`config.mk`:
```
export PLATFORM = sky130hd
export DESIGN_NAME = divider_32_bit
export DESIGN_NICKNAME = d
export VERILOG_FILES = /design/src/rtl/divider_32_bit_pkg.sv /design/src/rtl/divider_32_bit_adder.sv /design/src/rtl/divider_32_bit.sv
export SDC_FILE = /design/constraint.sdc
export NUM_CORES = 1
export LEC_CHECK = 0
export CAP_MARGIN = 5
export CORE_MARGIN = 2
export CORE_UTILIZATION = 55
export CTS_CLUSTER_DIAMETER = 100
export CTS_CLUSTER_SIZE = 20
export DETAILED_ROUTE_END_ITERATION = 10
export GPL_TIMING_DRIVEN = 0
export HOLD_SLACK_MARGIN = 0.05
export PLACE_DENSITY = 0.81
export SLEW_MARGIN = 10
export SYNTH_ARGS = -nofsm -noshare
export SYNTH_HDL_FRONTEND = slang
export SYNTH_SLANG_ARGS = --single-unit
export TNS_END_PERCENT = 100
```
`constraint.sdc`:
```
create_clock -name clk -period 9.5 [get_ports clk]
set_clock_uncertainty 0.05 [all_clocks]
set_input_delay 2.85 -clock clk [delete_from_list [all_inputs] [get_ports clk]]
set_output_delay 2.85 -clock clk [all_outputs]
set_load 0.005 [all_outputs]
```
`src/rtl/divider_32_bit_pkg.sv`:
```
// Shared constants for the 32-bit restoring divider: operand width,
// iteration count and the FSM state encoding.
package divider_32_bit_pkg;

  localparam int DIV_WIDTH = 32;
  localparam int DIV_ITER  = 32;
  localparam int CNT_W     = $clog2(DIV_ITER + 1);

  // State enumeration of the divider FSM.
  localparam logic [1:0] ST_IDLE   = 2'd0;
  localparam logic [1:0] ST_DIVIDE = 2'd1;
  localparam logic [1:0] ST_DONE   = 2'd2;

endpackage

```
`src/rtl/divider_32_bit_adder.sv`:
```
// 32-bit ripple-style adder with carry in/out and signed overflow flag.
// The divider uses it as a subtractor (A + ~B + 1).
module adder_32_bit
  import divider_32_bit_pkg::*;
(
  input  logic [DIV_WIDTH-1:0] A,
  input  logic [DIV_WIDTH-1:0] B,
  input  logic                 Cin,
  output logic [DIV_WIDTH-1:0] Sum,
  output logic                 Cout,
  output logic                 Overflow
);

  logic [DIV_WIDTH:0] full_sum;

  // Widened sum so the carry out falls into the top bit.
  assign full_sum = {1'b0, A} + {1'b0, B} + {{DIV_WIDTH{1'b0}}, Cin};
  assign Sum      = full_sum[DIV_WIDTH-1:0];
  assign Cout     = full_sum[DIV_WIDTH];
  // Signed overflow: operands agree in sign, result does not.
  assign Overflow = (A[DIV_WIDTH-1] == B[DIV_WIDTH-1]) &&
                    (Sum[DIV_WIDTH-1] != A[DIV_WIDTH-1]);

endmodule

```
`src/rtl/divider_32_bit.sv`:
```
// Unsigned 32-bit restoring divider, one quotient bit per cycle.
// Handshake: start is accepted only in IDLE or DONE; busy is high for the
// 32 iteration cycles after the accepting edge, and done pulses for exactly
// one cycle when quotient/remainder/div_by_zero become valid. A start seen
// while busy is dropped, never queued.
module divider_32_bit
  import divider_32_bit_pkg::*;
(
  input  logic                 clk,
  input  logic                 reset,
  input  logic                 start,
  input  logic [DIV_WIDTH-1:0] dividend,
  input  logic [DIV_WIDTH-1:0] divisor,
  output logic [DIV_WIDTH-1:0] quotient,
  output logic [DIV_WIDTH-1:0] remainder,
  output logic                 busy,
  output logic                 done,
  output logic                 div_by_zero
);

  logic [1:0]           state_q, state_d;
  logic [CNT_W-1:0]     cnt_q, cnt_d;
  // dvd_q doubles as the quotient shift register: dividend bits leave at the
  // MSB while quotient bits enter at the LSB.
  logic [DIV_WIDTH-1:0] dvd_q, dvd_d;
  logic [DIV_WIDTH-1:0] dvs_q, dvs_d;
  logic [DIV_WIDTH-1:0] rem_q, rem_d;
  logic [DIV_WIDTH-1:0] quo_q, quo_d;
  logic [DIV_WIDTH-1:0] rmd_q, rmd_d;
  logic                 busy_q, busy_d;
  logic                 done_q, done_d;
  logic                 dbz_q, dbz_d;

  logic [DIV_WIDTH:0]   trial;
  logic [DIV_WIDTH-1:0] diff;
  logic                 cout;
  logic                 ovf_unused;
  logic                 no_borrow;
  logic                 accept;
  logic [DIV_WIDTH-1:0] step_rem;
  logic [DIV_WIDTH-1:0] step_quo;

  // 33-bit trial value: partial remainder with the next dividend bit.
  assign trial = {rem_q, dvd_q[DIV_WIDTH-1]};

  adder_32_bit u_sub (
    .A        (trial[DIV_WIDTH-1:0]),
    .B        (~dvs_q),
    .Cin      (1'b1),
    .Sum      (diff),
    .Cout     (cout),
    .Overflow (ovf_unused)
  );

  // A set trial MSB means trial >= 2^32 > divisor, so subtraction is always
  // legal then; the low 32 bits of the difference are still exact because
  // the result is below the divisor.
  assign no_borrow = cout | trial[DIV_WIDTH];
  assign step_rem  = no_borrow ? diff : trial[DIV_WIDTH-1:0];
  assign step_quo  = {dvd_q[DIV_WIDTH-2:0], no_borrow};
  assign accept    = start && ((state_q == ST_IDLE) || (state_q == ST_DONE));

  // Next-state logic: FSM, iteration counter and datapath registers.
  always_comb begin
    state_d = state_q;
    cnt_d   = cnt_q;
    dvd_d   = dvd_q;
    dvs_d   = dvs_q;
    rem_d   = rem_q;
    quo_d   = quo_q;
    rmd_d   = rmd_q;
    busy_d  = busy_q;
    done_d  = 1'b0;
    dbz_d   = dbz_q;
    if (accept) begin
      state_d = ST_DIVIDE;
      cnt_d   = CNT_W'(DIV_ITER);
      dvd_d   = dividend;
      dvs_d   = divisor;
      rem_d   = '0;
      busy_d  = 1'b1;
      dbz_d   = 1'b0;
    end else begin
      case (state_q)
        ST_IDLE: ;
        ST_DIVIDE: begin
          rem_d = step_rem;
          dvd_d = step_quo;
          cnt_d = cnt_q - CNT_W'(1);
          if (cnt_q == CNT_W'(1)) begin
            state_d = ST_DONE;
            busy_d  = 1'b0;
            done_d  = 1'b1;
            quo_d   = step_quo;
            rmd_d   = step_rem;
            dbz_d   = (dvs_q == '0);
          end
        end
        ST_DONE: state_d = ST_IDLE;
        default: state_d = ST_IDLE;
      endcase
    end
  end

  // State registers with asynchronous abort on reset.
  always_ff @(posedge clk or posedge reset) begin
    if (reset) begin
      state_q <= ST_IDLE;
      cnt_q   <= '0;
      dvd_q   <= '0;
      dvs_q   <= '0;
      rem_q   <= '0;
      quo_q   <= '0;
      rmd_q   <= '0;
      busy_q  <= 1'b0;
      done_q  <= 1'b0;
      dbz_q   <= 1'b0;
    end else begin
      state_q <= state_d;
      cnt_q   <= cnt_d;
      dvd_q   <= dvd_d;
      dvs_q   <= dvs_d;
      rem_q   <= rem_d;
      quo_q   <= quo_d;
      rmd_q   <= rmd_d;
      busy_q  <= busy_d;
      done_q  <= done_d;
      dbz_q   <= dbz_d;
    end
  end

  assign quotient    = quo_q;
  assign remainder   = rmd_q;
  assign busy        = busy_q;
  assign done        = done_q;
  assign div_by_zero = dbz_q;

endmodule

```
==> results.ini <==
[global_routing]
grt_pass1_vias=7713
grt_pass1_wl_um=39400
grt_overflow=0
grt_max_degree=122
grt_use_total_pct=30.1
antenna_found_initial=0

[routing]
drt_iter0_markers=641
wl_per_cell_um=17.9
wirelength_um=24700
drcViolationCount=0
vias=7917
first_pass_iters=7
ant_nets=0
viasPerCell=5.75

[hold_path]
holdPathStages=2
whs_endpoint=quotient[9]
min_from=quotient[9]
min_path_type=reg -> reg

[worst_setup_path]
worst-path-max-fanout=10
crit_chain=clkdlybuf4s50_1 > nor2b_1 > clkbuf_1 > clkbuf_1 > a22oi_1 > nand2_1
rrSetupSlack_ns=5.78
cpPeakStageDelay_ns=0.58
path_class=in -> reg
crit_path_start_kind=input port
rr_startpoint=dvs_q[0]
slowest_stage=clkbuf_1
worstReg2RegEnd=rem_q[4]
worstPathArrival_ns=5.07
ff2ff_path_depth=13
cp_common_cell=clkbuf_1
endpoint_kind=register
crit_required_ns=9.83

[placement]
portBuffers=133
preCtsSetupSlack_ns=4.36
dp_cells=1345
dpl_cell_area_um2=10400
gp_congestion=0.923
dpl.hpwl_um=17700

[clock_network]
htreeDepth=4
root_buffer=clkbuf_16
clock_latency_ns=0.44
cts_buffers=17
path_clk_slew_ns=0.07
hold_buffers=0
post_cts_resized=0
cts_setup_buffers=0
cts_tree=done
clk_path_buf_depth=2
clkSinkCount=171

[final_layout]
drive_gt1_share_pct=3.96
final_nets=1250
diodes=0
stdcell_area_um2=11000
finish.utilization_pct=69.9
syn_to_final_growth_pct=25.5
fillers=1295
final_cells=1377

[timing]
layout_min_cycle_time_ns=4.74
post-route-period-util_pct=49.9
finalWorstSetupSlack_ns=4.76
worstMarginPinSlew_ns=0.830
hold_viol=0
rsz0062_at_grt=false
slew_violations=0
hold_ws_ns=0.426
max_freq_mhz=211
tns_ns=0
setup-violations-final=0
slew_headroom_pct=44.5

[pwr]
power.share.sequential_pct=27.1
cellPowerDensity_nw_per_um2=447
peakVddDrop_uv=227
p_clk_share_pct=14.6
pwr-share-comb_pct=58.4
leakage_nw=5.05
finalPower_mw=4.93
intPower_mw=2.70
switchingPower_mw=2.22
swShare_pct=45.1

[yosys]
synthArstFlopShare_pct=100
synth_seq_cells=171
yosys_warnings=0
netlist_area_um2=8790
yosys.cell_types.count=54
netlist_top_cells_count=nand2_1, dfrtp_1, o21ai_0
synthesis.instances=995
synth_top_cell_area_share_pct=48.7
synth_edf_count=0
synth.most_common_cell=nand2_1
ys_seq_area_share_pct=48.7
yosys.area.top_type=dfrtp_1
synth_ff_type=dfrtp_1
synth.area.top_cells=dfrtp_1, nand2_1, o21ai_0
synth.avg_cell_area_um2=8.83
syn-num-nets=1097

[floorplanning]
fp.coreArea_um2=15800
die_area_um2=17000
initial_core_util_pct=55.7
rows=46
ios=134
die_w_um=130
fp.dieH_um=130

[outcome]
outcome=finished clean

[job]
cap_violations=0

==> power by group through the flow <==
stage          clock network (mW)  logic, mW  registers (mW)
6_report                    0.717       2.88            1.33
5_1_grt                     0.749       3.19            1.37
4_1_cts                     0.719       2.84            1.33
3_5_place_dp                    0       2.81            1.34
3_3_place_gp                    0       2.74            1.33
2_1_floorplan                   0       1.96            1.29
==> cell type report <==
| class | count | area [um^2] | area share, % |
|---|---|---|---|
| plain buffers | 56 | 240 | 2.18 |
| clock buffers | 18 | 439 | 3.98 |
| clock inverters | 14 | 164 | 1.49 |
| inverters | 49 | 191 | 1.74 |
| multi-input cells | 719 | 4090 | 37.1 |
| flip-flops and latches | 171 | 4280 | 38.8 |
| well taps | 216 | 270 | 2.45 |
| repair buffers | 134 | 1360 | 12.3 |
==> routing by layer <==
| layer | up-vias | share of wire [%] | GRT usage, % |
|---|---|---|---|
| li1 | 3721 | - | - |
| met1 | 3844 | 44 | 42.4 |
| met2 | 300 | 47 | 48.0 |
| met3 | 52 | 6.1 | 4.44 |
| met4 | 0 | 2.7 | 10.9 |
| met5 | - | 0 | 0 |
==> worst max path at each step <==
stage,start,endpoint,slack [ns],cells after the start
after floorplan,reset,busy,1.97,1
after global placement,reset,dvs_q[11],-0.17,2
after detailed placement,start,dvs_q[29],4.36,5
after CTS,start,dvs_q[29],4.79,5
after global routing,start,dvs_q[15],4.63,6
final,start,dvd_q[22],4.76,6
==> registers in the layout (all words and copies together), names as in the netlist <==
signal,flops
dvs_q,32
remainder,32
quotient,32
done,1
cnt_q,6
rem_q,32
state_q,2
div_by_zero,1
dvd_q,32
busy,1
==> critical path: cells and delay by family <==
family / cells / cell delay (ns)
simple gates: 2 / 0.48
buf+inv: 3 / 1.55
compound gates: 1 / 0.18
==> cell usage in the layout (no fill, tap or decap), types with 4 or more instances in the layout <==
master           instances
a211oi_1                 4
a21o_1                  14
a21oi_1                 45
a22oi_1                 17
a31oi_1                 18
buf_6                    4
clkbuf_1                50
clkbuf_16               17
clkdlybuf4s50_1        133
dfrtp_1                171
ha_1                    34
inv_1                   48
mux2i_1                 26
nand2_1                264
nand2b_1                 8
nand3_1                 17
nand4_1                 12
nor2_1                  41
nor3_1                  12
nor4_1                   9
o211ai_1                 6
o21a_1                   7
o21ai_0                104
o21bai_1                 8
or4_1                    4
xnor2_1                 15
xor2_1                  11
==> kinds of logic (layout without fill, tap and decap cells) <==
family          Yosys count  after routing  share of synthesized area, %
xor+xnor                 26             26                          2.59
flops                   171            171                          48.7
buf+inv                 105            271                          4.83
mux                      29             29                          3.35
simple gates            380            380                          18.1
fa+ha+maj                35             35                          5.07
compound gates          249            249                          17.3
(Power assumes the default switching activity.)
